**src/rtl/dk_arb_pkg.sv**
```systemverilog
// Shared types for the Donkey Kong work-RAM arbiter: FSM state encoding
// and the drain counter width.
package dk_arb_pkg;

  typedef enum logic [2:0] {
    IDLE,
    WAIT_VBL,
    DRAIN,
    GRANT,
    RELEASE
  } arb_state_t;

  localparam int DRAIN_W = 4;

endpackage

```
**src/rtl/dk_pause_ctl.sv**
```systemverilog
// User pause handling: button edge detect, pause toggle and the saturating
// idle counter that dims the video after a long user pause.
module dk_pause_ctl #(
  parameter logic [31:0] DIM_CYCLES = 32'd240000000
) (
  input  logic clk_sys,
  input  logic reset,
  input  logic pause_btn,
  output logic pause_next,
  output logic user_pause,
  output logic dim_video
);

  logic        btn_q;
  logic [31:0] dim_cnt;

  // Next toggle value is exported so the top can register cpu_pause in the same cycle.
  assign pause_next = user_pause ^ (pause_btn & ~btn_q);
  assign dim_video  = (dim_cnt >= DIM_CYCLES);

  always_ff @(posedge clk_sys or posedge reset) begin
    if (reset) begin
      btn_q      <= 1'b0;
      user_pause <= 1'b0;
      dim_cnt    <= '0;
    end else begin
      btn_q      <= pause_btn;
      user_pause <= pause_next;
      if (user_pause) begin
        if (dim_cnt < DIM_CYCLES)
          dim_cnt <= dim_cnt + 32'd1;
      end else begin
        dim_cnt <= '0;
      end
    end
  end

endmodule

```
**src/rtl/dk_ram_arbiter.sv**
```systemverilog
// Shares the main-CPU work RAM between the Z80 and the hiscore engine,
// owning the CPU pause line and the video-dim flag.
module dk_ram_arbiter
  import dk_arb_pkg::*;
#(
  parameter int          AW         = 16,
  parameter int          DW         = 8,
  parameter int          DRAIN_CYC  = 4,
  parameter logic [31:0] DIM_CYCLES = 32'd240000000,
  parameter int          VBL_SYNC   = 1
) (
  input  logic          clk_sys,
  input  logic          reset,
  input  logic          vblank,
  input  logic          pause_btn,
  input  logic [AW-1:0] cpu_addr,
  input  logic          cpu_we,
  input  logic [DW-1:0] cpu_wdata,
  output logic [DW-1:0] cpu_rdata,
  input  logic          hs_req,
  input  logic [AW-1:0] hs_addr,
  input  logic          hs_we,
  input  logic [DW-1:0] hs_wdata,
  output logic [DW-1:0] hs_rdata,
  output logic          hs_ack,
  output logic [AW-1:0] ram_addr,
  output logic          ram_we,
  output logic [DW-1:0] ram_wdata,
  input  logic [DW-1:0] ram_rdata,
  output logic          cpu_pause,
  output logic          dim_video
);

  arb_state_t         state, state_nxt;
  logic [DRAIN_W-1:0] drain_cnt;
  logic               vbl_q;
  logic               vbl_rise;
  logic               hs_ack_q;
  logic [DW-1:0]      hs_hold;
  logic               pause_next;
  logic               user_pause;

  function automatic logic fsm_holds_cpu(input arb_state_t s);
    return (s == DRAIN) || (s == GRANT) || (s == RELEASE);
  endfunction

  dk_pause_ctl #(
    .DIM_CYCLES (DIM_CYCLES)
  ) u_pause_ctl (
    .clk_sys    (clk_sys),
    .reset      (reset),
    .pause_btn  (pause_btn),
    .pause_next (pause_next),
    .user_pause (user_pause),
    .dim_video  (dim_video)
  );

  assign vbl_rise = vblank & ~vbl_q;

  // IDLE deliberately ignores vbl_rise, so an edge coincident with the request is skipped.
  always_comb begin
    state_nxt = state;
    case (state)
      IDLE:     if (hs_req) state_nxt = (VBL_SYNC != 0) ? WAIT_VBL : DRAIN;
      WAIT_VBL: if (!hs_req) state_nxt = IDLE;
                else if (vbl_rise) state_nxt = DRAIN;
      DRAIN:    if (!hs_req) state_nxt = RELEASE;
                else if (drain_cnt == '0) state_nxt = GRANT;
      GRANT:    if (!hs_req) state_nxt = RELEASE;
      RELEASE:  state_nxt = IDLE;
      default:  state_nxt = IDLE;
    endcase
  end

  always_ff @(posedge clk_sys or posedge reset) begin
    if (reset) begin
      state     <= IDLE;
      drain_cnt <= '0;
      vbl_q     <= 1'b0;
      hs_ack    <= 1'b0;
      hs_ack_q  <= 1'b0;
      cpu_pause <= 1'b0;
      hs_hold   <= '0;
    end else begin
      state     <= state_nxt;
      vbl_q     <= vblank;
      hs_ack    <= (state_nxt == GRANT);
      hs_ack_q  <= hs_ack;
      cpu_pause <= pause_next | fsm_holds_cpu(state_nxt);
      hs_hold   <= hs_rdata;
      if (state_nxt == DRAIN && state != DRAIN)
        drain_cnt <= DRAIN_W'(DRAIN_CYC);
      else if (state == DRAIN && drain_cnt != '0)
        drain_cnt <= drain_cnt - DRAIN_W'(1);
    end
  end

  // Read data lags the address by one cycle, so hiscore capture follows the delayed grant.
  assign hs_rdata  = hs_ack_q ? ram_rdata : hs_hold;
  assign cpu_rdata = ram_rdata;

  assign ram_addr  = hs_ack ? hs_addr  : cpu_addr;
  assign ram_wdata = hs_ack ? hs_wdata : cpu_wdata;
  assign ram_we    = hs_ack ? hs_we    : (cpu_we & ~cpu_pause);

endmodule

```
**config.mk**
```make
export PLATFORM = sky130hd
export DESIGN_NAME = dk_ram_arbiter
export DESIGN_NICKNAME = d
export VERILOG_FILES = /design/src/rtl/dk_arb_pkg.sv /design/src/rtl/dk_pause_ctl.sv /design/src/rtl/dk_ram_arbiter.sv
export SDC_FILE = /design/constraint.sdc
export NUM_CORES = 1
export LEC_CHECK = 0
export ABC_AREA = 1
export CORE_MARGIN = 10
export CORE_UTILIZATION = 48
export CTS_BUF_LIST = sky130_fd_sc_hd__clkbuf_16
export CTS_CLUSTER_DIAMETER = 50
export DETAILED_ROUTE_END_ITERATION = 10
export PLACE_DENSITY = 0.94
export SYNTH_ARGS = -nofsm -noshare
export SYNTH_HDL_FRONTEND = slang
export SYNTH_SLANG_ARGS = --single-unit
```
**constraint.sdc**
```tcl
create_clock -name clk_sys -period 2.27 [get_ports clk_sys]
set_clock_uncertainty 0.05 [all_clocks]
set_input_delay 0.3405 -clock clk_sys [delete_from_list [all_inputs] [get_ports clk_sys]]
set_output_delay 0.3405 -clock clk_sys [all_outputs]
set_load 0.05 [all_outputs]
```
### After elaboration in Yosys (flattened, before gate mapping)

Index checks and enable logic that the tools add are counted.
Widths: inputs -> output; s select.

| storage, ports and cells | value |
|---|---|
| logic and storage cells | 53 |
| input bits | 63 |
| memory bits (writable) | 0 |
| latch bits | 0 |
| bits in registers | 53 |
| memory bits (read-only) | 0 |
| output and inout bits | 44 |
| memories | 0 |

| operators by class | value |
|---|---|
| reductions and logical operators | 8 |
| shift operators | 0 |
| add/sub/neg operators | 2 |
| magnitude comparators | 2 |
| bitwise gates (word level) | 8 |
| eq/ne operators | 8 |
| multiplexer cells | 15 |
| div/mod/pow operators | 0 |
| multiply operators | 0 |

Operators with widths:

| cell | number |
|---|---|
| $mux 32 | 2 |
| $add 32x1->32 const B | 1 |
| $ge 32x28->1 const B | 1 |
| $lt 32x28->1 const B | 1 |
| $mux 3 | 6 |
| $mux 16 | 1 |
| $mux 8 | 2 |
| $eq 3x2->1 const B | 4 |
| $pmux 3 s4 | 1 |
| $mux 4 | 2 |
| $logic_not 4->1 | 1 |
| $reduce_bool 4->1 | 1 |
| $sub 4x1->4 const B | 1 |
| $and 1x1->1 | 3 |
| $eq 3x1->1 const B | 1 |
| $eq 3x3->1 const B | 1 |
| $logic_not 3->1 | 1 |
| $ne 3x2->1 const B | 1 |
| $not 1->1 | 3 |
| $logic_and 1x1->1 | 2 |
| $logic_or 1x1->1 | 2 |
| $ne 2x2->1 const B | 1 |
| $reduce_bool 2->1 | 1 |
| $mux 1 | 1 |
| other kinds (2) | 2 |

### Longest topological paths before layout

Gate-level depths: netlist of run 1.

| logic depth | value |
|---|---|
| depth after elaboration | 9 |
| mapped depth | 11 |
| depth with buffers taken out | 11 |

### Cells and area by module

Synthesis of run 1 repeated with hierarchy kept, for this count alone.

| second synthesis, totals | value |
|---|---|
| cells, all modules | 508 |
| area total of the unflattened synthesis | 3439.5 um^2 |

Modules (own cells, without submodules):

| module | times used | sequential area each (um^2) | cells each | area each (um^2) |
|---|---|---|---|---|
| dk_pause_ctl | 1 | 850.8 | 340 | 2249.7 |
| dk_ram_arbiter | 1 | 475.5 | 168 | 1189.9 |

### Worst setup path after synthesis of run 1

No wires, ideal clock.

| timing path | value |
|---|---|
| kind | register to output |
| start | reg hs_ack |
| end | out ram_we |
| data required time | 1.879 ns |
| path buffers | 1 |
| path slack | -0.163 ns |
| arrival time | 2.042 ns |
| stages on the path, launching flop included | 5 |
| cells stage by stage | dfrtp_1 -> clkbuf_1 -> inv_2 -> nand2_1 -> o21ai_0 |

| on the way | value |
|---|---|
| longest elaborated chain between the ends | 1 |

Ends and longest elaborated chain:

| item | RTL line | RTL |
|---|---|---|
| start: declaration | dk_ram_arbiter.sv:25 | `output logic hs_ack,` |
| start signal: assignment | dk_ram_arbiter.sv:87 | `hs_ack <= (state_nxt == GRANT);` |
| $mux 1 | dk_ram_arbiter.sv:104 | `assign ram_we = hs_ack ? hs_we : (cpu_we & ~cpu_pause);` |
| end: declaration | dk_ram_arbiter.sv:27 | `output logic ram_we,` |

No other way between the ends.

### Worst setup path after layout of run 1

| timing path | value |
|---|---|
| start | reg u_pause_ctl.dim_cnt[14] |
| end | out dim_video |

| on the way | value |
|---|---|
| longest elaborated chain between the ends | 1 |

Ends and longest elaborated chain:

| item | RTL line | RTL |
|---|---|---|
| start: declaration | dk_pause_ctl.sv:15 | `logic [31:0] dim_cnt;` |
| start signal: assignment | dk_pause_ctl.sv:31 | `dim_cnt <= dim_cnt + 32'd1;` |
| $ge 32x28->1 | dk_pause_ctl.sv:19 | `assign dim_video = (dim_cnt >= DIM_CYCLES);` |
| end: declaration | dk_ram_arbiter.sv:31 | `output logic dim_video` |

No other way between the ends.

==> results.md, run 1 <==
* Max-cap check violation count at 0
* RSZ-0062 raised after global routing: no
* Dpl ws at 0.486 ns
* Cell taking the most area after synthesis: dfrtp_1
* Fill cells at ~500
* Die width at 105 um
* Dpl cell area at 4860 um2
* CP Launch Point: u_pause_ctl.dim_cnt[14]
* Fin crit period at 2.07 ns
* Element type at the critical path start: register
* TritonCTS clock tree: done
* Register bit total from synthesis at 53
* Via count at 3,728
* IO Count at 107
* Worst Setup End Kind: primary output
* Fin crit share at 0.910
* Post-CTS setup-driven buffer insertion count at 0
* Fmax at 484 MHz
* Core area at 6910 um2
* Commonest cells in the netlist: nand2_1 (232), nor2_1 (82), dfrtp_1 (53)
* Overflow after GRT at 0
* Detailed Route WL at 11.5 mm
* Initial Util at 0.504
* Worst-path clk slew at 0.07 ns
* Wirelength per Cell at 15.9 um
* Bufs on Longest Clock Path at 2
* CTS Sinks at 53
* Die height at 105 um
* Clock root buffer: clkbuf_16
* Die area at 11,100 um2
* Net Count, Synth at between 500 and 600
* CP required at 1.88 ns
* First-pass GRT wire length at roughly 18 mm
* Share of layout cells above drive strength 1 at 0.124
* Ys async rst share at 1.00
* Critical Path AT at 1.67 ns
* Top FF cell, synth: dfrtp_1
* Number of nets in the layout at 688
* Routability Congestion at 1.01
* Slew HR at 0.660
* Crit Path Class: reg -> out
* Post-synthesis sequential area ratio at 0.381
* Final Cell Area at around 5000 um2
* Hold Fails Final Rpt at 0
* Post-synthesis instance total at 528
* H-Tree Depth at 2
* Top cells by area, synth: dfrtp_1 (38%), nand2_1 (25%), nor2_1 (8.8%), nand3_1 (6.6%), inv_1 (4.0%)
* Synth top area share at 0.381
* Slew @ Worst Pin at 0.509 ns
* Later-pin clock latency in the skew report at 0.30 ns
* Syn avg cell area at ~6.6 um2
* Setup violators final at 0
* Largest net degree at the start of global routing at 45
* Post-route ant nets at 0
* CTS buffer count at 5
* Worst setup margin at 0.205 ns
* Router iterations before antenna repair at 6
* YS warnings at 0
* Initial antenna violation count at 0
* Fin Hold WS at roughly 0.23 ns
* Drt drc at 0
* First DRT Iteration DRCs at approximately 440
* PostCTS Resize Cnt at 0
* Class of the worst hold path: in -> async
* Reg-to-Reg Start: u_pause_ctl.dim_cnt[0]
* Slew Limit Fails at 0
* Vias in the first global route at about 3,500
* Syn-to-layout area delta at 44.1%
* GRT Util Overall at 0.203
* Hold buffers post-CTS at 0
* Count of cell types in the netlist at 27
* CP Max Fanout at 7
* Netlist Area Pre-Place at 3480 um2
* Most frequent cell after synthesis: nand2_1
* I/O Buffers at approximately 110
* Storage element area at between 1000 and 1500 um2
* Maximum vdd drop at slightly below 700 uV
* Post-route setup TNS at 0 ns
* Area of the multi-input gates at 1830 um2
* Row cnt at 30
* Avg Vias per Cell at 5.18
* DP Wirelength at approximately 9.1 mm
* Post-synth EDFFs at 0
* Outcome: finished clean
* Power per Cell Area at 748 nW/um2
* Inserted Diodes at 0
* LEAKAGE at 2.40 nW
report_power, final:
| part | switching (mW) | leakage [nW] | internal [mW] | total (mW) |
|---|---|---|---|---|
| clock | 0.351 | 0.0704 | 0.415 | 0.765 |
| combinational | 1.04 | 1.62 | 0.741 | 1.78 |
| sequential | 0.117 | 0.709 | 1.09 | 1.21 |
per-layer routing:
| layer | vias to the layer above | global-route usage | wire (um) |
|---|---|---|---|
| met3 | 49 | 0.0283 | 655 |
| met4 | 0 | 0.0578 | 347 |
| met2 | 176 | 0.384 | 6320 |
| met5 | - | 0 | 0 |
| li1 | 1809 | - | - |
| met1 | 1694 | 0.228 | 4130 |
cell type report:
class	instances	share of cell area
clock buffer	5	0.0250
clock inverter	3	0.00499
inverter	40	0.0299
multi-input combinational	410	0.365
sequential	53	0.264
tap	96	0.0240
timing repair buffer	112	0.286
worst max-delay path, stage by stage (launching register included):
cell	delay (ns)
dfrtp_1	0.47
nor3_1	0.24
nand2_1	0.11
nand3_1	0.12
nand3_2	0.21
buf_12	0.23
cells in the final DEF, fill, tap and decap left out, drive strengths merged:
cell type / netlist / layout
clkinvlp: 0 / 1
nand3: 51 / 51
nand4: 1 / 1
nor2: 84 / 84
nor3: 6 / 6
dfrtp: 53 / 53
ha: 3 / 3
clkinv: 0 / 1
clkdlybuf4s50: 0 / 63
inv: 40 / 41
xor2: 8 / 8
o22ai: 1 / 1
o211ai: 1 / 1
nand2: 233 / 233
o21ai: 3 / 3
buf: 18 / 49
clkbuf: 7 / 5
nor3b: 2 / 2
a21oi: 2 / 2
xnor2: 7 / 7
mux2: 8 / 8
kinds of logic after synthesis:
| group | synth area share |
|---|---|
| buffers and inverters | 0.0924 |
| XOR/XNOR | 0.0378 |
| multiplexers | 0.0259 |
| AO/OA/AOI/OAI | 0.0111 |
| flip-flops | 0.381 |
| AND/OR/NAND/NOR | 0.441 |
| adder cells (fa/ha/maj) | 0.0108 |
registers in the layout, indices dropped and copies added (netlist names):
| register | count |
|---|---|
| vbl_q | 1 |
| u_pause_ctl.user_pause | 1 |
| hs_ack | 1 |
| cpu_pause | 1 |
| state | 3 |
| u_pause_ctl.dim_cnt | 32 |
| hs_ack_q | 1 |
| hs_hold | 8 |
| u_pause_ctl.btn_q | 1 |
| drain_cnt | 4 |
final timing paths:
kind | end | slack, ns | cells past startpoint
min reg2reg | state[0] | 0.39 | 1
max reg2reg | u_pause_ctl.dim_cnt[16] | 0.43 | 9
max | dim_video | 0.20 | 5
min in group clk_sys | state[0] | 0.39 | 1
max in group asynchronous | drain_cnt[2] | 1.45 | 3
min | hs_hold[3] | 0.23 | 2
metrics by stage:
stage                     std cells  utilization  power, mW
after floorplan                 528            -       2.15
after global placement          711        0.704       2.95
after detailed placement        711        0.704       3.01
after CTS                       719        0.726       3.77
after global routing            719        0.726       3.92
final                           719        0.726       3.75
(Power assumes the default switching activity.)
==> inputs of run 2 (changes only) <==
CORE_MARGIN = 3   (was 10)
==> run 2 against run 1 <==
Via count is 0.94% lower; highest routed layer unchanged; critical path depth is 2 higher; clock-buffer cell count is the same; register-to-register slack lost 0.04 ns; wire length fell by 12%; hold slack improved by 0.13 ns.
==> results.md, run 2 (synthesis gave the netlist of run 1 again) <==
* Most frequent cells in the layout: nand2_1 (232), nor2_1 (82), clkdlybuf4s50_1 (63), dfrtp_1 (53), nand3_1 (46) (unchanged)
* Drt drc at 0 (unchanged)
* Cells after DPL at 710 (was 711)
* CP Max Fanout at 6 (was 7)
* Crit Path Class: reg -> out (unchanged)
* Layout Cells excl Fill at 718 (was 719)
* Via count at 3,693 (was 3,728)
* Maximum vdd drop at 647 uV (was 692 uV)
* I/O Buffers at 106 (unchanged)
* Area of the multi-input gates at 1830 um2 (unchanged)
* Overflow after GRT at 0 (unchanged)
* R2R Path End: u_pause_ctl.dim_cnt[24] (was u_pause_ctl.dim_cnt[16])
* Worst-path clk slew at 0.07 ns (about the same)
* Clock root buffer: clkbuf_16 (unchanged)
* Post-route ant nets at 0 (unchanged)
* CTS Sinks at 53 (unchanged)
* Post-CTS setup-driven buffer insertion count at 0 (unchanged)
* Largest net degree at the start of global routing at 54 (was 45)
* First DRT Iteration DRCs at 337 (was 439)
* Die width at 91.1 um (was 105 um)
* Inserted Diodes at 0 (unchanged)
* Die height at 91.1 um (was 105 um)
* LEAKAGE at 2.36 nW (was 2.40 nW)
* DP Wirelength at 7.54 mm (was 9.06 mm)
* Element type at the critical path start: register (unchanged)
* Later-pin clock latency in the skew report at 0.29 ns (was 0.30 ns)
* TritonCTS clock tree: done (unchanged)
* Crit path largest cell delay at 0.48 ns (was 0.47 ns)
* Largest Register: u_pause_ctl.dim_cnt (unchanged)
* Syn-to-layout area delta at 40.5% (was 44.1%)
* CTS buffer count at 5 (unchanged)
* Slew Limit Fails at 0 (unchanged)
* Worst setup margin at 0.277 ns (was 0.205 ns)
* Max-cap check violation count at 0 (unchanged)
* First-pass GRT wire length at 17.0 mm (was 18.4 mm)
* Slew @ Worst Pin at 0.500 ns (was 0.509 ns)
* Most common cell after layout, fill and taps aside: nand2_1 (unchanged)
* RSZ-0062 raised after global routing: no (unchanged)
* Dpl ws at 0.476 ns (was 0.486 ns)
* Vias in the first global route at 3,527 (was 3,524)
* Storage element area at 1330 um2 (unchanged)
* PostCTS Resize Cnt at 0 (unchanged)
* GRT Util Overall at 0.245 (was 0.203)
* Avg Vias per Cell at 5.14 (was 5.18)
* Hold Fails Final Rpt at 0 (unchanged)
* Routability Congestion at 0.934 (was 1.01)
* Fin Hold WS at 0.357 ns (was 0.227 ns)
* Fin crit period at 1.99 ns (was 2.07 ns)
* Share of layout cells above drive strength 1 at 0.121 (was 0.124)
* Initial antenna violation count at 0 (unchanged)
* H-Tree Depth at 2 (unchanged)
* Critical path's most frequent cell: nand2_1
* Core area at 6910 um2 (unchanged)
* Crit path max-delay family: simple AND/OR/NAND/NOR gates (unchanged)
* Class of the worst hold path: in -> async (unchanged)
* Post-route setup TNS at 0 ns (unchanged)
* Hold buffers post-CTS at 0 (unchanged)
* IO Count at 107 (unchanged)
* Fin crit share at 0.878 (was 0.910)
* Number of nets in the layout at 687 (was 688)
* Detailed Route WL at 10.1 mm (was 11.5 mm)
* Outcome: finished clean (unchanged)
* Die area at 8310 um2 (was 11,100 um2)
* Row cnt at 30 (unchanged)
* Worst Setup End Kind: primary output (unchanged)
* CP Cell Sequence: nand2_1, nor2_2, nand3_1, nand2_1, nand2_1, nand3_2, buf_12 (was nor3_1, nand2_1, nand3_1, nand3_2, buf_12)
* Fmax at 502 MHz (was 484 MHz)
* Power per Cell Area at 769 nW/um2 (was 748 nW/um2)
* Fill cells at 531 (was 493)
* Critical Path AT at 1.60 ns (was 1.67 ns)
* Router iterations before antenna repair at 5 (was 6)
* Initial Util at 0.504 (unchanged)
* Top flop regs: u_pause_ctl.dim_cnt: 32 flops, hs_hold: 8 flops, drain_cnt: 4 flops (unchanged)
* Bufs on Longest Clock Path at 2 (unchanged)
* R2r worst-path depth at 10 (was 9)
* CP required at 1.88 ns (about the same)
* Setup violators final at 0 (unchanged)
* Worst path slowest cell: dfrtp_1 (unchanged)
* Max reg flops at 32 (unchanged)
* Wirelength per Cell at 14.0 um (was 15.9 um)
* Worst reg2reg setup slack at 0.39 ns (was 0.43 ns)
* Slew HR at 0.666 (was 0.660)
* Buf+Inv Stages, Crit Path at 1 (unchanged)
* Reg-to-Reg Start: u_pause_ctl.dim_cnt[0] (unchanged)
run 2: changes by cell type in the layout (fill, tap and decap cells not counted), sizes merged:
cell | previous run | this run
bufinv | 0 | 1
clkinvlp | 1 | 0
buf | 49 | 48
run 2: worst register-to-register path, stage by stage, from the launching register on:
cell and delay, ns:
dfrtp_1 0.45, ha_1 0.29, nand3_1 0.19, inv_1 0.14, nand2_1 0.14, inv_1 0.12
nand3_1 0.09, nand2_1 0.09, nor2_1 0.04, nand2_1 0.09, nand2_1 0.07
run 2: layer usage:
metal,share of wire,track usage,up-vias
li1,-,-,1797
met1,0.40,0.308,1719
met4,0.027,0.0741,0
met5,0,0,-
met2,0.52,0.435,145
met3,0.051,0.0340,32
run 2: final cells by class:
cell class	count	share of cell area
clock buffers	5	0.0256
clock inverters	3	0.00870
well taps	96	0.0246
inverters	40	0.0307
multi-input cells	410	0.375
repair buffers	111	0.264
flip-flops and latches	53	0.271
run 2: power by group:
part	internal, mW	switching, mW	leakage (nW)
Clock	0.519	0.344	0.0852
Combinational	0.687	1.03	1.57
Sequential	1.09	0.0897	0.709
Total	2.30	1.46	2.36
run 2: how the worst max path moves through the flow:
stage	to	start	slack (ns)	cells after the start
after global placement	u_pause_ctl.dim_cnt[14]	u_pause_ctl.dim_cnt[0]	0.56	8
after CTS	dim_video	u_pause_ctl.dim_cnt[18]	0.29	7
after floorplan	ram_we	hs_ack	0.21	4
final	dim_video	u_pause_ctl.dim_cnt[18]	0.28	7
after global routing	u_pause_ctl.dim_cnt[24]	u_pause_ctl.dim_cnt[0]	0.15	11
after detailed placement	u_pause_ctl.dim_cnt[14]	u_pause_ctl.dim_cnt[0]	0.48	8
run 2: per-stage QoR:
step / utilization / power (mW) / instance area, um2
global route: 0.708 / 3.92 / 4890
detailed placement: 0.683 / 2.92 / 4720
finish: 0.708 / 3.76 / 4890
CTS: 0.708 / 3.77 / 4890
floorplan: - / 2.15 / 3480
global placement: 0.683 / 2.87 / 4720
